==> src/rtl/fp16_pair_feeder.sv <==
// Operand feeder for the FP16 adder: pairs a stream of elements into (a, b) operands,
// pads the odd tail of a vector with PAD_VALUE and queues pairs in a small FIFO.
module fp16_pair_feeder #(
  parameter int unsigned DEPTH     = 4,
  parameter logic [15:0] PAD_VALUE = 16'h0000
) (
  input  logic                     i_clk,
  input  logic                     i_rst,
  input  logic                     i_elem_valid,
  output logic                     o_elem_ready,
  input  logic [15:0]              i_elem_data,
  input  logic                     i_elem_last,
  output logic                     o_pair_valid,
  input  logic                     i_pair_ready,
  output logic [15:0]              o_pair_a,
  output logic [15:0]              o_pair_b,
  output logic                     o_pair_last,
  output logic                     o_pair_padded,
  output logic [$clog2(DEPTH):0]   o_fifo_count
);

  localparam int unsigned PW = $clog2(DEPTH);

  typedef enum logic {StIdle, StHaveA} state_e;

  state_e      r_state;
  logic [15:0] r_held;
  logic [33:0] r_mem [DEPTH];
  logic [PW:0] r_wptr;
  logic [PW:0] r_rptr;
  logic        r_elem_ready;

  logic        w_accept;
  logic        w_wr;
  logic        w_rd;
  logic        w_empty;
  logic        w_full_nxt;
  logic [33:0] w_wdata;
  logic [33:0] w_head;
  logic [PW:0] w_wptr_nxt;
  logic [PW:0] w_rptr_nxt;

  assign w_accept = i_elem_valid && r_elem_ready;
  // A write happens when a pair is completed or a vector ends on an unpaired element.
  assign w_wr     = w_accept && ((r_state == StHaveA) || i_elem_last);
  assign w_empty  = (r_wptr == r_rptr);
  assign w_rd     = !w_empty && i_pair_ready;

  always_comb begin
    w_wdata = {i_elem_data, PAD_VALUE, 1'b1, 1'b1};
    if (r_state == StHaveA) begin
      w_wdata = {r_held, i_elem_data, i_elem_last, 1'b0};
    end
  end

  assign w_wptr_nxt = r_wptr + {{PW{1'b0}}, w_wr};
  assign w_rptr_nxt = r_rptr + {{PW{1'b0}}, w_rd};
  assign w_full_nxt = (w_wptr_nxt == {~w_rptr_nxt[PW], w_rptr_nxt[PW-1:0]});

  // Ready is registered from next-state fullness, so it has no path from the inputs.
  always_ff @(posedge i_clk or posedge i_rst) begin
    if (i_rst) begin
      r_state      <= StIdle;
      r_held       <= 16'h0000;
      r_wptr       <= '0;
      r_rptr       <= '0;
      r_elem_ready <= 1'b0;
      for (int unsigned i = 0; i < DEPTH; i++) begin
        r_mem[i] <= '0;
      end
    end else begin
      r_wptr       <= w_wptr_nxt;
      r_rptr       <= w_rptr_nxt;
      r_elem_ready <= !w_full_nxt;
      if (w_wr) begin
        r_mem[r_wptr[PW-1:0]] <= w_wdata;
      end
      if (w_accept) begin
        unique case (r_state)
          StIdle: begin
            if (!i_elem_last) begin
              r_held  <= i_elem_data;
              r_state <= StHaveA;
            end
          end
          StHaveA: begin
            r_state <= StIdle;
          end
          default: r_state <= StIdle;
        endcase
      end
    end
  end

  assign w_head        = r_mem[r_rptr[PW-1:0]];
  assign o_elem_ready  = r_elem_ready;
  assign o_pair_valid  = !w_empty;
  assign o_pair_a      = w_head[33:18];
  assign o_pair_b      = w_head[17:2];
  assign o_pair_last   = w_head[1];
  assign o_pair_padded = w_head[0];
  assign o_fifo_count  = r_wptr - r_rptr;

endmodule

==> config.mk <==
export PLATFORM = sky130hd
export DESIGN_NAME = fp16_pair_feeder
export DESIGN_NICKNAME = d
export VERILOG_FILES = /design/src/rtl/fp16_pair_feeder.sv
export SDC_FILE = /design/constraint.sdc
export NUM_CORES = 1
export LEC_CHECK = 0
export ABC_AREA = 1
export BUFFER_PORTS_ARGS = -buffer_cell sky130_fd_sc_hd__buf_2
export CORE_ASPECT_RATIO = 0.8
export CORE_MARGIN = 2
export CORE_UTILIZATION = 55
export DETAILED_ROUTE_END_ITERATION = 10
export HOLD_SLACK_MARGIN = 0.15
export MAX_ROUTING_LAYER = met4
export PLACE_DENSITY = 0.83
export SYNTH_ARGS = -nofsm -noshare
export SYNTH_HDL_FRONTEND = slang
export SYNTH_SLANG_ARGS = --single-unit
export TNS_END_PERCENT = 30
==> constraint.sdc <==
create_clock -name i_clk -period 5 [get_ports i_clk]
set_input_delay 0 -clock i_clk [delete_from_list [all_inputs] [get_ports i_clk]]
set_output_delay 0 -clock i_clk [all_outputs]
set_load 0.005 [all_outputs]
==> metrics.txt <==
Clock Sinks 160; outcome finished clean; synth top area cells dfrtp_1 (50%), nand2_1 (22%), nand3_1 (9.5%), inv_1 (4.7%), o211ai_1 (3.2%); f_max 369 MHz; port bufs 59; CP Data Arrival Time 3.02 ns; worst clock skew 0.00560 ns; Setup crit start kind flop; Post-Route Utilization 64.2%; Internal 3.42 mW; Final Non-Filler Cells 1,316; Final ANT Viol Nets 0; Synth Instances 1,073; relative slew slack 27.0%; htree depth 4; yosys warns 0; placed cell count 1,252; final slew viol count 0; vias in the first global route 6,723; Die Ht 112 um; Post-layout nets 1,150; final critical-path required period 2.71 ns; CP most frequent cell nand2_1; Peak VDD IR 726 uV; Worst-path clk slew 0.06 ns; Worst Setup End Kind flop; LEAKAGE 5.10 nW; antenna violations before repair 0; fin crit share 54.2%; Ports 60; syn_area_per_cell 7.52 um2; Maximum Capacitance Violations 0; Clk network pwr share 20.4%; final hold vios 0; core box area 14,300 um2; Hold Crit Class in -> reg; multi-input logic area 3320 um2; global-route wire length before repair 34.1 mm; total grt overflow 0; RD Place Congestion 0.862; CTS root buf clkbuf_16; WL final 20.7 mm; Fill cells 1,230; largest net degree at the start of global routing 115; Post-synth EDFFs 0; Final HPWL DP 11.4 mm; Register Area 4010 um2; Slowest cell on crit path nor2_4; Die X 139 um; CTS tree built; DP Area 8300 um2; drc violations 0; total power 5.93 mW; Antenna Cells 0; area share of the largest cell type after synthesis 49.6%; Starting Density 56.4%; Worst Path Required 5.31 ns; Setup WS pre-CTS 2.37 ns; crit-path max cell delay 0.81 ns; worst skew pair latency 0.43 ns; Top FF cell, synth dfrtp_1; sw frac 42.4%; cell with the most instances after synthesis nand2_1; drt pass-1 iters 5; Power Density 646 nW/um2; CTS Buf Count 17; share of layout cells above drive strength 1 9.45%; post-synthesis instance area 8070 um2; die area 15,700 um2; Area Growth Syn to Fin 13.8%; synth cell count leaders nand2_1 (464), dfrtp_1 (160), nand3_1 (153), inv_1 (100), buf_2 (39); Seq/Total Area, Yosys 49.6%; combinational share of power 42.0%; crit-path cells inv_1, nor2_4, nand2_2, nand2_1, nand2_1; Post-Syn Nets 1,101; Max FO, Critical Path 35; Final TNS setup 0 ns; Vias 7,296; Async SR Flop Fraction 100%; post-DR vias/cell 5.54; Hold WS 0.327 ns; Setup WS post-layout 2.29 ns; Seq pwr share 37.6%; Synth area leader dfrtp_1; DR WL/cell 15.8 um; Worst-Margin Slew 1.09 ns; total global-route track usage 28.2%; critical path class reg -> reg; RSZ-0062 raised after global routing false; final instance area 9190 um2; Net Sw Power 2.52 mW; Cell Rows 39; 1st-iter DRT viols 740; distinct cell type count after synthesis 24; final-report setup violation count 0; #FFs+latches synth 160; Clock Path Buffers 2; post-cts sizing count 0
worst paths after layout:
| kind | startpoint | endpoint | slack (ns) | depth (start not counted) |
|---|---|---|---|---|
| setup / recovery | r_wptr[1] | r_mem[63] | 2.29 | 5 |
| hold / removal | i_elem_valid | r_state | 0.33 | 4 |
| setup reg to reg | r_wptr[1] | r_mem[63] | 2.29 | 5 |
| hold reg to reg | r_mem[123] | r_mem[123] | 0.47 | 2 |
| max in group asynchronous | i_rst | r_mem[18] | 3.42 | 4 |
| min in group asynchronous | i_rst | r_rptr[2] | 0.35 | 3 |
area by class of cell:
| type | count | area share (%) |
|---|---|---|
| sequential | 160 | 43.6 |
| inverter | 102 | 4.22 |
| clock buffer | 22 | 5.16 |
| timing repair buffer | 101 | 7.60 |
| tap | 184 | 2.51 |
| clock inverter | 7 | 0.681 |
| multi-input combinational | 740 | 36.2 |
placed cells by master, fill, tap and decap left out, types with 2 or more instances in the layout:
| master | instances |
|---|---|
| a21oi_1 | 34 |
| buf_2 | 59 |
| buf_4 | 7 |
| clkbuf_1 | 2 |
| clkbuf_16 | 17 |
| clkbuf_8 | 3 |
| clkinv_2 | 5 |
| dfrtp_1 | 158 |
| dlygate4sd3_1 | 35 |
| ha_1 | 6 |
| inv_1 | 99 |
| nand2_1 | 464 |
| nand2_2 | 4 |
| nand3_1 | 153 |
| nor2_4 | 2 |
| nor2_8 | 2 |
| o211ai_1 | 34 |
| o21ai_0 | 35 |
cell families (layout without fill, tap and decap cells):
logic type | Yosys count | in the layout | share of synthesized area, %
AND/OR/NAND/NOR | 628 | 628 | 32.4
buffers and inverters | 173 | 232 | 9.21
flip-flops | 160 | 160 | 49.6
AO/OA/AOI/OAI | 104 | 104 | 7.53
adder cells (fa/ha/maj) | 7 | 7 | 1.18
XOR/XNOR | 1 | 1 | 0.109
power groups by stage:
stage                     combinational [mW]  clock (mW)  sequential (mW)
after floorplan                         1.82           0             2.08
after global placement                  2.37           0             2.22
after detailed placement                2.43           0             2.23
after CTS                               2.47        1.21             2.22
after global routing                    2.84        1.27             2.29
final                                   2.49        1.21             2.23
state kept, by name (all words and copies together) (netlist names):
name          cells
r_mem           136
r_held           16
r_rptr            3
r_wptr            3
o_elem_ready      1
r_state           1
what timing repair did:
item | CTS | global route
buffers inserted | 0 | 0
hold buffers | 35 | 0
hold endpoints to repair | 262 | 0
worst max-delay path, delay by kind of cell (launching register included):
family,cells,cell delay (ns)
AND/OR/NAND/NOR,4,1.93
flip-flops,1,0.48
buffers and inverters,1,0.15
layer usage:
| layer | global-route usage [%] | wire length (um) | vias up |
|---|---|---|---|
| met5 | - | 0 | - |
| met4 | 6.46 | 248 | 0 |
| met3 | 6.95 | 1910 | 31 |
| met2 | 42.8 | 9700 | 323 |
| met1 | 38.9 | 8890 | 3470 |
| li1 | - | - | 3472 |
(Power assumes the default switching activity.)
